[src/rtl/dmem_port_scheduler.sv]
// Dual-issue load/store scheduler: FIFO store buffer with load forwarding,
// arbitrating two shared data-memory ports (loads first, idle ports drain stores).
module dmem_port_scheduler #(
    parameter int DEPTH = 4
) (
    input  logic                       clk,
    input  logic                       rst_n,
    input  logic                       req_valid0,
    input  logic                       req_valid1,
    input  logic                       req_write0,
    input  logic                       req_write1,
    input  logic [31:0]                req_addr0,
    input  logic [31:0]                req_addr1,
    input  logic [31:0]                req_wdata0,
    input  logic [31:0]                req_wdata1,
    output logic                       req_ready,
    output logic [31:0]                ld_data0,
    output logic [31:0]                ld_data1,
    input  logic                       fence,
    output logic                       empty,
    output logic [$clog2(DEPTH):0]     count,
    output logic [31:0]                mem_addr1,
    output logic [31:0]                mem_addr2,
    output logic                       mem_write1,
    output logic                       mem_write2,
    output logic [31:0]                mem_wdata1,
    output logic [31:0]                mem_wdata2,
    input  logic [31:0]                mem_rdata1,
    input  logic [31:0]                mem_rdata2
);

    localparam int PTR_W = $clog2(DEPTH);
    localparam int CNT_W = PTR_W + 1;
    localparam logic [CNT_W-1:0] READY_MAX = CNT_W'(DEPTH - 2);

    logic [31:0]      buf_addr [DEPTH];
    logic [31:0]      buf_data [DEPTH];
    logic [DEPTH-1:0] buf_vld, vld_next;
    logic [PTR_W-1:0] head, tail, head1, push1_idx, drain1_idx, drain2_idx;
    logic             ld0, ld1, st0, st1, drain1, drain2;
    logic [CNT_W-1:0] n_push, n_drain;
    logic             fwd0_hit, fwd1_hit;
    logic [31:0]      fwd0_data, fwd1_data;

    function automatic logic word_match(input logic [29:0] a, input logic [29:0] b);
        return a == b;
    endfunction

    assign req_ready = !fence && (count <= READY_MAX);
    assign empty     = (count == '0);

    always_comb begin
        ld0        = req_valid0 && req_ready && !req_write0;
        ld1        = req_valid1 && req_ready && !req_write1;
        st0        = req_valid0 && req_ready && req_write0;
        st1        = req_valid1 && req_ready && req_write1;
        head1      = head + PTR_W'(1);
        push1_idx  = st0 ? tail + PTR_W'(1) : tail;
        n_push     = CNT_W'(st0) + CNT_W'(st1);

        // Lower-numbered free port takes head so a dual drain keeps the older store on port1.
        drain1     = 1'b0;
        drain2     = 1'b0;
        drain1_idx = head;
        drain2_idx = head;
        if (!ld0) begin
            drain1 = buf_vld[head];
            if (!ld1) begin
                drain2     = buf_vld[head1];
                drain2_idx = head1;
            end
        end else if (!ld1) begin
            drain2 = buf_vld[head];
        end
        n_drain = CNT_W'(drain1) + CNT_W'(drain2);

        mem_write1 = drain1;
        mem_write2 = drain2;
        mem_addr1  = drain1 ? buf_addr[drain1_idx] : (ld0 ? req_addr0 : 32'd0);
        mem_addr2  = drain2 ? buf_addr[drain2_idx] : (ld1 ? req_addr1 : 32'd0);
        mem_wdata1 = drain1 ? buf_data[drain1_idx] : 32'd0;
        mem_wdata2 = drain2 ? buf_data[drain2_idx] : 32'd0;

        // Scan oldest to youngest so the last hit is the youngest matching store.
        fwd0_hit  = 1'b0;
        fwd1_hit  = 1'b0;
        fwd0_data = 32'd0;
        fwd1_data = 32'd0;
        for (int i = 0; i < DEPTH; i++) begin
            if (buf_vld[head + PTR_W'(i)] &&
                word_match(buf_addr[head + PTR_W'(i)][31:2], req_addr0[31:2])) begin
                fwd0_hit  = 1'b1;
                fwd0_data = buf_data[head + PTR_W'(i)];
            end
            if (buf_vld[head + PTR_W'(i)] &&
                word_match(buf_addr[head + PTR_W'(i)][31:2], req_addr1[31:2])) begin
                fwd1_hit  = 1'b1;
                fwd1_data = buf_data[head + PTR_W'(i)];
            end
        end

        ld_data0 = 32'd0;
        if (ld0)
            ld_data0 = fwd0_hit ? fwd0_data : mem_rdata1;
        ld_data1 = 32'd0;
        if (ld1) begin
            if (st0 && word_match(req_addr0[31:2], req_addr1[31:2]))
                ld_data1 = req_wdata0;
            else
                ld_data1 = fwd1_hit ? fwd1_data : mem_rdata2;
        end

        // Push and pop slots never coincide: pushes need two free entries.
        vld_next = buf_vld;
        if (drain1) vld_next[drain1_idx] = 1'b0;
        if (drain2) vld_next[drain2_idx] = 1'b0;
        if (st0)    vld_next[tail]       = 1'b1;
        if (st1)    vld_next[push1_idx]  = 1'b1;
    end

    always_ff @(posedge clk or negedge rst_n) begin
        if (!rst_n) begin
            head    <= '0;
            tail    <= '0;
            count   <= '0;
            buf_vld <= '0;
        end else begin
            head    <= head + PTR_W'(n_drain);
            tail    <= tail + PTR_W'(n_push);
            count   <= count + n_push - n_drain;
            buf_vld <= vld_next;
        end
    end

    always_ff @(posedge clk) begin
        if (st0) begin
            buf_addr[tail] <= req_addr0;
            buf_data[tail] <= req_wdata0;
        end
        if (st1) begin
            buf_addr[push1_idx] <= req_addr1;
            buf_data[push1_idx] <= req_wdata1;
        end
    end

endmodule

[config.mk]
export PLATFORM = sky130hd
export DESIGN_NAME = dmem_port_scheduler
export DESIGN_NICKNAME = d
export VERILOG_FILES = /design/src/rtl/dmem_port_scheduler.sv
export SDC_FILE = /design/constraint.sdc
export NUM_CORES = 1
export LEC_CHECK = 0
export CAP_MARGIN = 20
export CORE_UTILIZATION = 40
export DETAILED_ROUTE_END_ITERATION = 6
export PLACE_DENSITY = 0.65
export SLEW_MARGIN = 0
export SYNTH_ARGS = -nofsm -noshare
export SYNTH_HDL_FRONTEND = slang
export SYNTH_SLANG_ARGS = --single-unit
[constraint.sdc]
create_clock -name clk -period 9.1 [get_ports clk]
set_input_delay 2.73 -clock clk [delete_from_list [all_inputs] [get_ports clk]]
set_output_delay 2.73 -clock clk [all_outputs]
set_load 0.05 [all_outputs]
# Word-level counts from Yosys, hierarchy flattened
# Memories as Yosys holds them, arrays and structs flattened.
# Index checks and enable logic that the tools add are counted.
# totals
reg_bits,11
latchBits,0
ram_bits,256
rom_bits,0
input_bits,199
out_inout_bits,199
elab_cells,125
mem_count,2
# classes
add_sub_neg,10
mul,0
div,0
order_cmp,12
eq_ne,9
shift,0
muxes,58
n_bitwise,6
reduce_logical,24
# memory_table
memory,words,word_bits,rd,rd_clocked_by_memory_dff,write_ports,line,source
buf_addr,4,32,5,0,2,36,logic [31:0] buf_addr [DEPTH];
buf_data,4,32,5,0,2,37,logic [31:0] buf_data [DEPTH];
# ops
operator,n
2-to-1 mux 32 bit,19
== test 30 bit,9
2-to-1 mux 1 bit,24
less-than comparator 2 x 3 -> 1 bit (second input constant),7
logical AND 1 bit,20
2-to-1 mux 4 bit,4
AND 4 bit,2
binary-select mux 1 bit (select 2 bit),4
demux 1 bit (select 2 bit),4
>= comparator 2 x 1 -> 1 bit (second input constant),4
NOT 4 bit,2
OR 4 bit,2
2-to-1 mux 2 bit,3
adder 1 x 1 -> 2 bit,2
adder 2 x 1 -> 2 bit (second input constant),2
adder 2 bit,2
adder 2 bit (second input constant),2
adder 3 x 2 -> 3 bit,1
less-or-equal comparator 3 x 2 -> 1 bit (second input constant),1
logical NOT 1 bit,3
logical NOT 3 bit,1
subtractor 3 x 2 -> 3 bit,1

# Logic depth before layout (Yosys ltp)
# Gate-level depths: netlist of the first run.
# depth
word_depth,17
depth_mapped,26
ltp_nobuf,12

# Worst setup path after synthesis of the first run
# OpenSTA, ideal clock, no wires.
# synth_path
path_type,input port to output port
from,input port fence
to,output port mem_addr2[0]
t_arrival_ps,7162
setup_slack_ps,-792
cell_stages,10
path_buffers,3
cell_sequence,a211oi_1 -> nand2_1 -> or2_2 -> clkbuf_1 -> o21ai_1 -> xnor2_1 -> clkbuf_1 -> buf_1 -> mux2i_1 -> o21ai_0
# synth_via
elab_chain_len,8
word_cells_on_any_way,14
# synth_rtl
item,line,source
"start, declared",19,"input logic fence,"
logical NOT 1 bit *,49,assign req_ready = !fence && (count <= READY_MAX);
logical AND 1 bit *,49,
logical AND 1 bit (2 in a row),54,ld1 = req_valid1 && req_ready && !req_write1;
2-to-1 mux 2 bit,68,if (!ld1) begin
2-to-1 mux 2 bit,66,if (!ld0) begin
memory (4 x 32 bit),--,
2-to-1 mux 32 bit *,80,mem_addr2 = drain2 ? buf_addr[drain2_idx] : (ld1 ? req_addr1 : 32'd0);
"end, declared",23,"output logic [31:0] mem_addr2,"
# Every way passes the cells marked *; elsewhere a longest branch is shown, timed or not.

# Worst setup path after layout of the first run
# layout_path
from,input port req_addr1[2]
to,output port ld_data1[2]
# layout_via
elab_chain_len,9
word_cells_on_any_way,21
# layout_rtl
item,line,source
"start, declared",13,"input logic [31:0] req_addr1,"
== test 30 bit,46,return a == b;
logical AND 1 bit,95,if (buf_vld[head + PTR_W'(i)] &&
2-to-1 mux 32 bit or 2-to-1 mux 1 bit (tied branches) (4 in a row),95,
2-to-1 mux 32 bit,110,ld_data1 = fwd1_hit ? fwd1_data : mem_rdata2;
2-to-1 mux 32 bit *,107,"if (st0 && word_match(req_addr0[31:2], req_addr1[31:2]))"
2-to-1 mux 32 bit *,106,if (ld1) begin
"end, declared",18,"output logic [31:0] ld_data1,"
# Marked as above.

==> results of run 1 <==
-- cells by family (layout without fill, tap and decap cells) --
group                      count (synthesis)  count (layout)  synth area share [%]
AOI/OAI and AO/OA                        474             474                 11.82
xor gates and xnor gates                 245             245                 7.643
adders and majority gates                 16              16                0.7665
buffers and inverters                    299             681                 5.227
DFF                                      267             267                 28.36
muxes                                    675             675                 36.64
other                                      0               5                     0
and+or+nand+nor                          571             571                 9.541
-- metal layers --
metal  global-route usage [%]  share of wire, %  vias up
met4                    15.70               4.7        6
met3                    5.453               8.8      283
li1                         -                 -    10700
met1                    48.33                39    13170
met2                    58.92                47     1661
met5                        0             0.034        -
-- path summary, 6_finish.rpt --
path | startpoint | endpoint | slack [ps] | cells after the start
setup / recovery | req_addr1[2] | ld_data1[2] | 3 | 13
hold / removal | count[2] | count[2] | 600 | 1
setup reg to reg | drain1_idx[0] | count[2] | 4660 | 13
min in group asynchronous | rst_n | buf_vld[2] | 2550 | 1
hold reg to reg | count[2] | count[2] | 600 | 1
max in group asynchronous | rst_n | drain1_idx[0] | 6140 | 1
-- critical path, delay by kind of cell --
| kind | cells | cell delay, ps |
|---|---|---|
| AND/OR/NAND/NOR | 2 | 410 |
| buffers and inverters | 6 | 1820 |
| XOR/XNOR | 1 | 170 |
| AO/OA/AOI/OAI | 4 | 1210 |
-- metrics by stage --
step                utilization [%]  power, mW  instances  hold WS (ps)
floorplan                         -      7.738       2547         529.0
global placement              50.04      11.35       3797         551.2
detailed placement            50.04      11.38       3797         576.9
CTS                           51.73      12.86       3859         589.3
global route                  51.83      13.32       3864         621.2
finish                        51.83      12.95       3865         597.4
-- power groups by stage --
stage / logic [mW] / registers (mW) / clock network (mW)
6_report: 9.88 / 1.63 / 1.44
5_1_grt: 10.2 / 1.65 / 1.49
4_1_cts: 9.77 / 1.63 / 1.45
3_5_place_dp: 9.73 / 1.65 / 0
3_3_place_gp: 9.71 / 1.64 / 0
2_1_floorplan: 6.13 / 1.61 / 0
-- area by class of cell --
class,instances,area (um^2)
Sequential cell,267,7970
Tap cell,931,1165
Timing Repair Buffer,583,6492
Fill cell,6087,33270
Clock buffer,41,898.4
Antenna cell,5,12.51
Multi-Input combinational cell,1981,18870
Clock inverter,21,250.2
Inverter,36,138.9
-- layout by cell type (no fill, tap or decap), types with 72 or more instances in the layout --
cell type / synthesis / final
a21oi_1: 88 / 88
mux2i_1: 172 / 171
xnor2_1: 168 / 163
edfxtp_1: 256 / 256
clkdlybuf4s50_1: 0 / 230
xor2_1: 77 / 77
buf_4: 20 / 228
o21ai_0: 99 / 72
mux4_2: 245 / 245
mux2_2: 248 / 248
nand2_1: 279 / 274
buf_12: 3 / 122
-- state kept, by name, summed over array words and instances (netlist names) --
name,count
count,3
buf_vld,4
tail,2
buf_data,128
buf_addr,128
drain1_idx,2
-- repair_timing --
action,4_1_cts,5_1_grt
setup buffers,0,1
gates resized for setup,4,11
endpoints found under the hold margin,0,0
endpoints found under the setup margin,54,33
==> flow_summary.ini, run 1 <==
[sta]
final.setup.tns_ps = 0
layout_min_cycle_time_ps = 9097
tightest_slew_ps = 1089
fmax_mhz = 109.9
hold_viol_final = 0
min_period_over_period_pct = 99.97
rsz0062_at_grt = no
drv_slew = 0
setup_slack_ps = 2.629
setup_violations = 0
relSlewSlack_pct = 25.35
finalClockSkew_ps = 32.89

[yosys]
ys_ff_latch = 267
netlist_instances = 2547
synth.distinct_cells = 80
synth_area_um2 = 28080
async_reset_ff_share_pct = 4.120
yosysWarnings = 0
synth_ff_type = edfxtp_1
synth_top_area_share_pct = 27.38
yosysSeqAreaShare_pct = 28.36
synthTopCellsByCount = nand2_1, edfxtp_1, mux2_2, mux4_2, mux2i_1
syn_avg_cell_area_um2 = 11.02
synthesis.nets = 2762
synth_most_common_cell = nand2_1
synth_area_leaders = edfxtp_1, mux4_2, mux2_2, mux2i_1, xnor2_1
synth_top_area_cell = edfxtp_1
synth-edff-count = 256

[worst_setup_path]
start_kind = input port
crit_path_end_kind = output port
crit_path_max_fanout = 32
crit_type = in2out
critPathMaxStageDelay_ps = 770
slowest_stage = clkdlybuf4s50_1
cpMostUsedCell = buf_4
worst_ep_arrival_time_ps = 6370
path_cells = clkdlybuf4s50_1 > buf_4 > xnor2_1 > nand3_1 > a2111oi_0 > buf_4 > and2_1 > buf_12 > a22oi_1 > a211o_1 > a21oi_1 > buf_4 > buf_12
required_ps = 6370

[global_routing]
antenna_found_initial = 8
grt.overflow.total = 0
grt_max_degree = 124
first_global_vias = 24940
grt_pass1_wl_um = 185400
grt_usage_pct = 36.39

[die]
fp-row-count = 96
die-area_um2 = 71260
start_util_pct = 40.65
die_w_um = 266.9
die_h_um = 266.9
placeableCoreArea_um2 = 69070
num_io_pins = 398

[layout]
syn2layout_area_growth_pct = 27.50
final_nets = 3119
drive_gt1_share_pct = 32.26
design_area_um2 = 35800

[pwr]
p_seq_share_pct = 12.6
vdd_drop_max_mv = 0.3169
power_density_nw_per_um2 = 361.8
intPower_mw = 6.312
p_sw_mw = 6.641
p_clk_share_pct = 11.1
pwr-share-comb_pct = 76.2
power.leakage_nw = 13.12
sw_frac_of_total_pct = 51.27

[drt]
ant_nets = 0
first_iter_violations = 3299
wl_per_cell_um = 34.15
via_per_inst = 6.680
route.detailed.drc = 0
routed-via-count = 25820
dr.pass1.iters = 6
routed_wl_um = 132000

[place]
dp_hpwl_um = 97450
numPortBuffers = 397
dpl-instance-area_um2 = 34560
dpl_worst_slack_ps = -320.6
gp_congestion = 1.009

[clocking]
cts_buffers = 35
cts.clk_slew.worst_paths_ps = 50
clk_path_buf_depth = 3
clock_latency_ps = 570
cts.sink_count = 267
cts-root-buf = clkbuf_16
htreeDepth = 2
cts_tree = done
hold_buffers = 0

[run_status]
status = complete, no violations

[worst_hold_path]
hold_class = reg2reg

[job]
maxCapViolations = 0
(Power assumes the default switching activity.)
==> run 2, diff against run 1 <==
Settings changed: REMOVE_ABC_BUFFERS set to 1.
==> flow_summary.ini, run 2 (synthesis gave the netlist of run 1 again) <==
[layout]
drive_gt1_share_pct = 32.32
top_regs = buf_addr (128), buf_data (128), buf_vld (4)
final_cell_mix = nand2_1, buf_4, edfxtp_1, mux2_2, mux4_2
syn2layout_area_growth_pct = 26.50
final_common_cell = nand2_1
final_nets = 3136
num-fill-cells = 6130
design_area_um2 = 35520

[place]
dpl-instance-area_um2 = 34380
dp_hpwl_um = 88710
gp_congestion = 1.056
numPortBuffers = 397

[drt]
route.detailed.drc = 0
routed_wl_um = 122100
first_iter_violations = 2933
routed-via-count = 25620
via_per_inst = 6.602
ant_nets = 0
wl_per_cell_um = 31.47
dr.pass1.iters = 6

[sta]
min_period_over_period_pct = 99.82
finalClockSkew_ps = 16.04
hold_viol_final = 0
fmax_mhz = 110.1
final.setup.tns_ps = 0
rsz0062_at_grt = yes
tightest_slew_ps = 1006
layout_min_cycle_time_ps = 9083
fin_hold_ws_ps = 528.3
setup_violations = 0
drv_slew = 0
relSlewSlack_pct = 32.93

[die]
fp-row-count = 96
die-area_um2 = 71260
num_io_pins = 398
die_h_um = 266.9
placeableCoreArea_um2 = 69070
die_w_um = 266.9
start_util_pct = 40.65

[job]
maxCapViolations = 0

[worst_setup_path]
crit_path_max_fanout = 21
path_cells = clkdlybuf4s50_1 > xor2_1 > nor4_1 > nand4_1 > nor4_1 > buf_4 > nand4_1 > buf_4 > buf_4 > nand2_1 > a21oi_1 > a21oi_1 > buf_4 > buf_12
cp_num_buf_inv = 6
worst_ep_arrival_time_ps = 6350
start_kind = input port
critPathMaxStageDelay_ps = 770
crit_path_end_kind = output port
crit_type = in2out
crit_family = buffers and inverters
required_ps = 6370
slowest_stage = clkdlybuf4s50_1
cpMostUsedCell = buf_4

[pwr]
power_density_nw_per_um2 = 348.4
power.leakage_nw = 13.09
vdd_drop_max_mv = 0.4588

[clocking]
hold_buffers = 0
clock_latency_ps = 570
cts.clk_slew.worst_paths_ps = 50
clk_path_buf_depth = 3
cts_buffers = 35
htreeDepth = 2
cts.sink_count = 267
cts_tree = done
cts-root-buf = clkbuf_16

[global_routing]
grt_max_degree = 119
grt_usage_pct = 33.52
grt_pass1_wl_um = 175000
first_global_vias = 24800
antenna_found_initial = 3
grt.overflow.total = 0

[run_status]
status = complete, no violations

[worst_hold_path]
hold_class = reg2reg
## run 2: cell types whose count changed in the layout (fill, tap and decap cells not counted), moves of 3 or more
cell,change
inv_6,-3
o21ai_0,+27
bufinv_16,-3
buf_12,-25
clkbuf_8,+3
clkinvlp_4,-4
clkinv_2,+4
o21ai_1,-27
buf_4,+41
## run 2: stage by stage
step	std cells	total power [mW]	setup slack [ps]	util (%)
3_5_place_dp	3815	10.88	61.91	49.78
4_1_cts	3877	12.30	48.04	51.39
5_1_grt	3877	12.75	-47.10	51.41
6_report	3880	12.37	16.65	51.43
3_3_place_gp	3814	10.83	38.68	49.76
2_1_floorplan	2284	8.507	-17660	-
## run 2: final timing paths
check | from | endpoint | slack (ps) | cells past startpoint
setup / recovery | req_addr1[6] | ld_data1[31] | 20 | 14
hold / removal | count[2] | count[2] | 530 | 1
setup reg to reg | drain1_idx[0] | count[2] | 4450 | 11
hold reg to reg | count[2] | count[2] | 530 | 1
max in group asynchronous | rst_n | drain1_idx[0] | 6070 | 1
min in group asynchronous | rst_n | buf_vld[2] | 2560 | 1
## run 2: layout make-up
class | count | area (um^2) | area share (%)
multi-input cells | 1981 | 18820 | 52.98
flip-flops and latches | 267 | 7970 | 22.44
repair buffers | 600 | 6310 | 17.77
well taps | 931 | 1165 | 3.280
clock buffers | 43 | 957.2 | 2.695
clock inverters | 19 | 155.1 | 0.4368
inverters | 36 | 135.1 | 0.3805
diodes | 3 | 7.507 | 0.02114
## run 2: metal layers
metal	GRT usage (%)	vias up	part of all wire, %	wire [um]
li1	-	10740	-	-
met4	11.28	4	3.7	4517
met3	4.659	260	9.2	11170
met2	56.03	1690	48	58450
met1	44.54	12920	39	47930
met5	0	-	0.016	19
## run 2: power breakdown
part           internal [mW]  leakage [nW]  switching, mW
Sequential              1.49          2.44          0.152
Combinational           3.74          10.1           5.61
Clock                  0.804         0.552          0.579
## run 2: what timing repair did
item	in CTS	in global routing
setup endpoints to repair	0	9
resized for setup	0	3
buffers inserted	0	0
==> run 3, diff against run 2 <==
Settings changed: CORE_UTILIZATION 40 to 57, PLACE_DENSITY 0.65 to 0.86.
==> flow_summary.ini, run 3 (synthesis gave the netlist of run 1 again) <==
[layout]
final_common_cell = nand2_1
utilization_pct = 72.71
final_nets = 3117
final_cell_mix = nand2_1, edfxtp_1, mux2_2, mux4_2, buf_4
num-fill-cells = 3184
drive_gt1_share_pct = 31.67
top_regs = buf_addr (128), buf_data (128), buf_vld (4)
stdcell_count = 3583
syn2layout_area_growth_pct = 24.69
design_area_um2 = 35010

[worst_setup_path]
cp_num_buf_inv = 4
crit_family = buffers and inverters
crit_type = in2out
path_cells = clkdlybuf4s50_1 > buf_4 > xnor2_1 > nand2_1 > nor4_1 > nand4_1 > buf_12 > mux2i_1 > nand2_1 > o211ai_1 > nand2_1 > buf_4
worst_ep_arrival_time_ps = 6360
slowest_stage = clkdlybuf4s50_1
critPathMaxStageDelay_ps = 730
start_kind = input port
crit_path_end_kind = output port
crit_path_max_fanout = 29
required_ps = 6370
cpMostUsedCell = nand2_1

[place]
dpl-instance-area_um2 = 33980
gp_congestion = 1.071
numPortBuffers = 397
dpl_worst_slack_ps = -147.0
dp_hpwl_um = 86110
dp.cells = 3525

[die]
die-area_um2 = 50150
num_io_pins = 398
fp-row-count = 80
start_util_pct = 58.32
placeableCoreArea_um2 = 48150
die_w_um = 223.9
die_h_um = 223.9

[sta]
finalClockSkew_ps = 25.39
fmax_mhz = 110.1
setup_violations = 0
tightest_slew_ps = 1027
rsz0062_at_grt = no
drv_slew = 0
final.setup.tns_ps = 0
setup_slack_ps = 14.81
layout_min_cycle_time_ps = 9085
min_period_over_period_pct = 99.84
fin_hold_ws_ps = 519.6
relSlewSlack_pct = 31.35
hold_viol_final = 0

[clocking]
cts-root-buf = clkbuf_16
cts_setup_buffers = 0
cts.sink_count = 267
htreeDepth = 1
cts.clk_slew.worst_paths_ps = 60
clk_path_buf_depth = 3
cts_buffers = 31
clock_latency_ps = 610
cts_tree = done
hold_buffers = 0

[drt]
routed-via-count = 26900
route.detailed.drc = 1
via_per_inst = 7.506
wl_per_cell_um = 33.77
first_iter_violations = 4407
dr.pass1.iters = 7
routed_wl_um = 121000
ant_nets = 0

[pwr]
power.leakage_nw = 12.98
power_density_nw_per_um2 = 353.2
vdd_drop_max_mv = 0.4836
design_power_total_mw = 12.37

[global_routing]
grt.overflow.total = 0
grt_usage_pct = 47.46
grt_max_degree = 132
first_global_vias = 25730
antenna_found_initial = 7
grt_pass1_wl_um = 175200

[worst_hold_path]
hold_class = reg2reg

[job]
maxCapViolations = 0

[run_status]
status = finished with violations
violations = DRC
==> run 3: changes by cell type in the layout (fill, tap and decap cells not counted), sizes merged <==
cell           before  now
dlymetal6s2s        0    3
clkdlybuf4s50     232  234
inv                36   38
clkbuf             43   40
clkinv             17   10
bufinv              2    4
buf               368  347
==> run 3: area by class of cell <==
class                           instances  area, um^2  area share (%)
Timing Repair Buffer                  585        6261           17.88
Sequential cell                       267        7970           22.77
Inverter                               36       135.1          0.3860
Tap cell                              656       820.8           2.345
Multi-Input combinational cell       1981       18810           53.73
Clock inverter                         16       196.4          0.5611
Clock buffer                           39       805.8           2.302
Antenna cell                            3       7.507         0.02144
==> run 3: power breakdown <==
part           internal (mW)  switching (mW)  total (mW)
logic                   3.79            5.67        9.45
registers               1.49           0.130        1.62
clock network          0.738           0.557        1.29
total                   6.01            6.36        12.4
==> run 3: per-layer routing <==
layer | global-route usage [%] | wire [um] | up-vias
li1 | - | - | 10690
met1 | 60.62 | 41550 | 12940
met2 | 76.39 | 55320 | 2692
met3 | 9.680 | 15830 | 571
met4 | 24.92 | 8211 | 10
met5 | 0 | 69 | -
==> run 3: worst register-to-register path, cell delays in order (launching register included) <==
cell and delay [ps]:
dfrtp_4 460, buf_12 520, mux4_2 1070, mux2i_1 310, nor2_4 190, buf_4 460
ha_1 370, ha_1 280, inv_1 40, ha_1 210, fa_1 470, xor2_1 170
xnor2_1 120
==> run 3: path summary, 6_finish.rpt <==
path / start / end / slack, ps / cells after the start
max: req_addr0[3] / ld_data0[15] / 10 / 12
min: count[2] / count[2] / 520 / 1
max reg2reg: drain1_idx[0] / count[2] / 4330 / 12
min reg2reg: count[2] / count[2] / 520 / 1
max in group asynchronous: rst_n / drain1_idx[0] / 6250 / 1
min in group asynchronous: rst_n / buf_vld[2] / 2460 / 1
==> run 3: repair_timing <==
| item | 4_1_cts | 5_1_grt |
|---|---|---|
| hold endpoints to repair | 0 | 0 |
| gates resized for setup | 2 | 6 |
| endpoints found under the setup margin | 32 | 39 |
| gates cloned | 0 | 0 |
